`src/rtl/rf_wb_arbiter.sv`:
```
// Register-file write-port arbiter: pipeline writeback vs long-latency unit,
// with a per-register busy scoreboard, starvation request and protocol flag.
module rf_wb_arbiter #(
  parameter int unsigned WAIT_MAX = 8,
  parameter int unsigned CNT_W    = 8
) (
  input  logic        clk,
  input  logic        clrn,
  input  logic        p_we,
  input  logic [4:0]  p_wn,
  input  logic [31:0] p_d,
  input  logic        m_valid,
  input  logic [4:0]  m_wn,
  input  logic [31:0] m_d,
  output logic        m_ready,
  input  logic        iss_valid,
  input  logic [4:0]  iss_wn,
  input  logic [4:0]  rs,
  input  logic [4:0]  rt,
  output logic        rs_busy,
  output logic        rt_busy,
  output logic        starve,
  output logic        proto_err,
  output logic        rf_we,
  output logic [4:0]  rf_wn,
  output logic [31:0] rf_d
);

  typedef enum logic {
    SRC_P = 1'b0,
    SRC_M = 1'b1
  } src_e;

  localparam logic [CNT_W-1:0] WMAX = CNT_W'(WAIT_MAX);

  logic             p_act;
  logic             m_acc;
  logic             m_wr;
  logic             iss_set;
  logic             clr_m;
  logic             err_d;
  logic [31:0]      busy_q, busy_d;
  logic [CNT_W-1:0] cnt_q, cnt_d;
  logic             rf_we_q;
  logic [4:0]       rf_wn_q;
  logic [31:0]      rf_d_q;
  src_e             src_q;
  logic             starve_q;
  logic             perr_q;

  assign p_act   = p_we && (p_wn != 5'd0);
  assign m_ready = !p_act || !clrn;
  assign m_acc   = m_valid && !p_act;
  assign m_wr    = m_acc && (m_wn != 5'd0);
  assign iss_set = iss_valid && (iss_wn != 5'd0);
  // A long-latency result retires its busy bit as it commits to the RF
  assign clr_m   = rf_we_q && (src_q == SRC_M);

  always_comb begin
    busy_d = busy_q;
    if (clr_m)   busy_d[rf_wn_q] = 1'b0;
    if (iss_set) busy_d[iss_wn]  = 1'b1;
    busy_d[0] = 1'b0;
  end

  always_comb begin
    err_d = 1'b0;
    if (iss_set && busy_q[iss_wn] &&
        !(clr_m && (rf_wn_q == iss_wn)))
      err_d = 1'b1;
    if (p_act && busy_q[p_wn])
      err_d = 1'b1;
    if (m_wr && !busy_q[m_wn])
      err_d = 1'b1;
  end

  always_comb begin
    cnt_d = cnt_q;
    if (!m_valid || m_acc)
      cnt_d = '0;
    else if (cnt_q != WMAX)
      cnt_d = cnt_q + CNT_W'(1);
  end

  always_ff @(posedge clk or negedge clrn) begin
    if (!clrn) begin
      rf_we_q  <= 1'b0;
      rf_wn_q  <= 5'd0;
      rf_d_q   <= 32'd0;
      src_q    <= SRC_P;
      busy_q   <= 32'd0;
      cnt_q    <= '0;
      starve_q <= 1'b0;
      perr_q   <= 1'b0;
    end else begin
      rf_we_q <= p_act || m_wr;
      if (p_act) begin
        rf_wn_q <= p_wn;
        rf_d_q  <= p_d;
        src_q   <= SRC_P;
      end else if (m_wr) begin
        rf_wn_q <= m_wn;
        rf_d_q  <= m_d;
        src_q   <= SRC_M;
      end
      busy_q   <= busy_d;
      cnt_q    <= cnt_d;
      starve_q <= (cnt_d == WMAX);
      perr_q   <= perr_q || err_d;
    end
  end

  assign rs_busy   = busy_q[rs];
  assign rt_busy   = busy_q[rt];
  assign starve    = starve_q;
  assign proto_err = perr_q;
  assign rf_we     = rf_we_q;
  assign rf_wn     = rf_wn_q;
  assign rf_d      = rf_d_q;

endmodule

```
`config.mk`:
```
export PLATFORM = sky130hd
export DESIGN_NAME = rf_wb_arbiter
export DESIGN_NICKNAME = d
export VERILOG_FILES = /design/src/rtl/rf_wb_arbiter.sv
export SDC_FILE = /design/constraint.sdc
export NUM_CORES = 1
export LEC_CHECK = 0
export CAP_MARGIN = 20
export CORE_ASPECT_RATIO = 0.6
export CORE_MARGIN = 4
export CORE_UTILIZATION = 49
export DETAILED_ROUTE_END_ITERATION = 16
export PLACE_DENSITY_LB_ADDON = 0.12
export SYNTH_ARGS = -nofsm -noshare
export SYNTH_HDL_FRONTEND = slang
export SYNTH_SLANG_ARGS = --single-unit
```
`constraint.sdc`:
```
create_clock -name clk -period 5.06 [get_ports clk]
set_input_delay 1.518 -clock clk [delete_from_list [all_inputs] [get_ports clk]]
set_output_delay 1.518 -clock clk [all_outputs]
set_load 0.005 [all_outputs]
```
-- Word level (Yosys, flattened, before mapping)
Cells that the tools add are included.
- register bits: 80
- bits of input ports: 94
- output and inout bits: 43
- logic and storage cells: 75
- add/sub/neg operators: 1
- magnitude comparators: 8
- eq/ne operators: 3
- multiplexer cells: 27
- bitwise logic cells: 3
- reductions and logical operators: 25
- operator list (kind ; count):
    $mux 32 ; 4
    $lt 5x6->1 const B ; 6
    $and 32x32->32 ; 1
    $not 32->32 ; 1
    $or 32x32->32 ; 1
    $bmux 1 s5 ; 5
    $mux 8 ; 2
    $reduce_bool 5->1 ; 3
    $logic_and 1x1->1 ; 12
    $mux 1 ; 12
    $demux 1 s5 ; 2
    $ge 5x1->1 const B ; 2
    $mux 5 ; 2
    $add 8x1->8 const B ; 1
    $eq 8x4->1 const B ; 1
    $ne 8x4->1 const B ; 1
    $eq 5x5->1 ; 1
    $logic_not 1->1 ; 5
    $logic_or 1x1->1 ; 4
    $reduce_bool 2->1 ; 1

-- Depth between registers and ports, before layout
- word-level depth: 9
- gate-level depth with buffers: 8
- gate-level depth less buffers: 7

-- Worst setup path after synthesis
No wires, ideal clock.
- path type: in2out
- start: input port rs[1]
- end: output port rs_busy
- arrival time: 2.991 ns
- setup slack: 0.551 ns
- cell stages on the path: 6
- path through: clkbuf_1 mux2_2 nand2_1 o21ai_0 mux4_2 mux2_2
- cells in the longest elaborated chain, start to end: 2
- ends and longest elaborated chain (item ; RTL line ; text):
    start, declared ; 18 ; input logic [4:0] rs,
    $bmux 1 s5 ; 113 ; assign rs_busy = busy_q[rs];
    $mux 1 (implied by the code) ; 113 ;
    end, declared ; 20 ; output logic rs_busy,
Every way passes these cells. The select of a mux whose other input is x is not followed.

-- Final worst setup path
- start: input port rs[0]
- end: output port rs_busy
The elaborated chain is that of the path after synthesis.

==> impl_metrics.ini <==
[sta]
layout_min_cycle_time_ns = 5.00
setup_viol = 0
relSlewSlack_pct = 53.0
skew_ns = 0.00618
fin_ws_ns = 0.0643
hold_viol = 0
rsz0062_at_grt = no
tightest_slew_ns = 0.703
finalCritPeriodShare_pct = 98.7
max_freq_ghz = 0.200
hold_ws_ns = 0.556
maxSlewViolCount = 0

[die]
initial_core_util_pct = 50.5
core-area_um2 = 9950
die_area_um2 = 12000
io_pins = 137
fp.dieH_um = 86.5
fp.dieW_um = 139
rows = 28

[worst_setup_path]
crit_required_ns = 3.54
cp_common_cell = mux4_2
crit_slowest_cell = mux4_2
critPathMaxFanout = 4
r2r_cells = 6
crit_buf_inv = 3
r2r_start = busy_q[29]
max_stage_delay_ns = 0.48
end_kind = primary output
r2r-end = proto_err
reg2reg_setup_slack_ns = 3.05
cp-start-kind = input pin
worstPathArrival_ns = 3.48
cpLargestDelayFamily = multiplexers
path_cells = clkdlybuf4s15_2 > bufbuf_16 > mux4_2 > mux4_2 > mux2_2 > dlygate4sd2_1
crit_type = in -> out

[run_status]
outcome = complete, no violations

[cts]
cts-root-buf = clkbuf_16
cts_buffers = 9
cts_htree_levels = 3
cts_tree = built
clock-sinks = 80
cts_hold_buf = 0
clk-insertion-delay-late_ns = 0.34
post_cts_buffers = 0
clk_pin_slew_ns = 0.06
max-clock-path-buffers = 2

[finish]
fin_cells = 750
finalInstanceArea_um2 = 6970
final_net_count = 706
n_antenna_cell = 0
syn_to_final_growth_pct = 38.5
drive_above_1_share_pct = 12.2
fin_util_pct = 70.0

[synth]
synth.avg_cell_area_um2 = 10.5
synth_seq_cells = 80
synth_warnings = 0
synthesis.nets = 575
yosysSeqAreaShare_pct = 39.8
synth_cell_types = 45
synth_cells = 479
synth.cell_area_um2 = 5030

[placement]
gp_congestion = 1.03
place_inst = 732
dp_hpwl_um = 12200
dpl_cell_area_um2 = 6520
io_buffers = 136
dpl_worst_slack_ns = -0.367

[worst_hold_path]
min-delay-start = src_q
hold_path_depth = 2
min_path_type = reg -> reg
hold_end = src_q

[global_route]
antenna_found_initial = 0
top_usage_layer = met2
groute.layer.met3.usage_pct = 11.2
grt_pass1_wl_um = 26800
use_met2_pct = 40.7
grt_usage_pct = 28.5
gr-total-overflow = 0
grtUsageMet1_pct = 40.6
grt_pass1_vias = 4838
grt_start_max_net_pins = 81

[power]
ir_worst_vdd_mv = 0.207
power_density_nw_per_um2 = 340
p_leak_nw = 2.75

[route]
vias_per_cell = 6.38
ant_nets = 0
drt_wl_total_um = 17000
wl_per_cell_um = 22.7
vias = 4784
first_iter_violations = 606
drc = 0
dr.pass1.iters = 8

[run]
maxCapViolCount = 0
-- state kept, by name (all words and copies together) (netlist names) --
register	count
src_q	1
busy_q	31
rf_wn	5
proto_err	1
rf_d	32
starve	1
rf_we	1
cnt_q	8
-- Yosys cell counts (all sizes together) --
| master | instances | area [um2] |
|---|---|---|
| nor2b | 4 | 25.0 |
| a311oi | 1 | 8.76 |
| o21ai | 106 | 531 |
| or3 | 7 | 43.8 |
| o221a | 1 | 11.3 |
| nand3 | 14 | 70.1 |
| mux4 | 35 | 815 |
| inv | 9 | 33.8 |
| a31oi | 1 | 6.26 |
| mux2 | 9 | 101 |
| nand4 | 5 | 31.3 |
| nand2b | 2 | 20.0 |
| a21oi | 7 | 35.0 |
| nor4 | 3 | 18.8 |
| nor3b | 1 | 7.51 |
| o22ai | 3 | 18.8 |
| o221ai | 3 | 26.3 |
| buf | 12 | 80.1 |
| a22o | 1 | 8.76 |
| nand3b | 7 | 52.6 |
| xor2 | 4 | 35.0 |
| nor4b | 1 | 8.76 |
| nand2 | 53 | 199 |
| or3b | 2 | 17.5 |
| a32oi | 1 | 8.76 |
| mux2i | 47 | 470 |
| a21boi | 2 | 15.0 |
| nor3 | 3 | 15.0 |
| and3 | 2 | 12.5 |
| ha | 2 | 25.0 |
| o311ai | 2 | 17.5 |
| xnor2 | 7 | 61.3 |
| a21o | 1 | 7.51 |
| nor2 | 21 | 78.8 |
| dfrtp | 80 | 2000 |
| clkbuf | 17 | 83.8 |
| o41ai | 1 | 8.76 |
| a31o | 1 | 8.76 |
| a221oi | 1 | 8.76 |
-- what timing repair did --
| action | CTS | global route |
|---|---|---|
| gates resized for setup | 9 | 1 |
| cloned | 1 | 0 |
| setup endpoints to repair | 2 | 1 |
-- per-layer routing --
| layer | part of all wire [%] | vias to the layer above |
|---|---|---|
| li1 | - | 2066 |
| met1 | 42 | 2316 |
| met2 | 42 | 358 |
| met3 | 14 | 42 |
| met4 | 1.7 | 2 |
| met5 | 0.41 | - |
-- stage by stage --
| stage | TNS (ns) | total power, mW |
|---|---|---|
| 3_3_place_gp | -0.602 | 1.49 |
| 2_1_floorplan | 0 | 1.19 |
| 5_1_grt | 0 | 2.45 |
| 3_5_place_dp | -0.706 | 1.52 |
| 4_1_cts | 0 | 2.34 |
| 6_report | 0 | 2.37 |
-- cell type report --
cell class	count	area, um2
Clock buffer	10	239
Inverter	9	33.8
Timing Repair Buffer	149	1530
Sequential cell	80	2000
Fill cell	762	2980
Multi-Input combinational cell	361	2850
Tap cell	135	169
Clock inverter	6	138
-- worst reg2reg max path, stage by stage (launching register included) --
cell and delay [ns]:
dfrtp_1 0.48, mux4_1 0.56, mux2_2 0.27, nand4_1 0.10, o41ai_1 0.09, nor4_1 0.25
nand3_1 0.13
-- cells in the final DEF, fill, tap and decap left out, drive strengths merged, types with 3 or more instances in the layout --
master         Yosys  layout
xnor2              7       7
a21oi              7       7
mux2               9       9
o21ai            106     106
bufinv             0       4
nor3               3       3
o221ai             3       3
nor4               3       3
or3                7       7
xor2               4       4
nand4              5       5
dlygate4sd2        0       4
clkdlybuf4s50      0     129
inv                9      11
buf               12      13
nor2              21      21
dfrtp             80      80
mux4              35      35
nor2b              4       4
mux2i             47      47
o22ai              3       3
nand3b             7       7
clkbuf            17      10
nand3             14      14
nand2             53      53
-- report_power, final --
group	internal, mW	leakage, nW	switching, mW
clock	0.549	0.184	0.274
sequential	0.739	0.916	0.210
combinational	0.366	1.65	0.231
-- logic make-up (layout without fill, tap and decap cells) --
kind of cell | after synthesis | after routing | share of synthesized area, %
muxes | 91 | 91 | 27.6
DFF | 80 | 80 | 39.8
and+or+nand+nor | 125 | 125 | 11.9
AOI/OAI and AO/OA | 132 | 132 | 14.3
buffers and inverters | 38 | 174 | 3.93
adders and majority gates | 2 | 2 | 0.498
xor gates and xnor gates | 11 | 11 | 1.92
-- worst max-delay path by stage --
stage	slack [ns]	startpoint	end	cells past startpoint
finish	0.06	rs[0]	rs_busy	6
global route	0.02	rs[0]	rs_busy	6
CTS	0.05	rt[1]	rt_busy	6
detailed placement	-0.37	rt[0]	rt_busy	6
global placement	-0.30	rs[0]	rs_busy	6
floorplan	0.55	rs[1]	rs_busy	6
(Power assumes the default switching activity.)
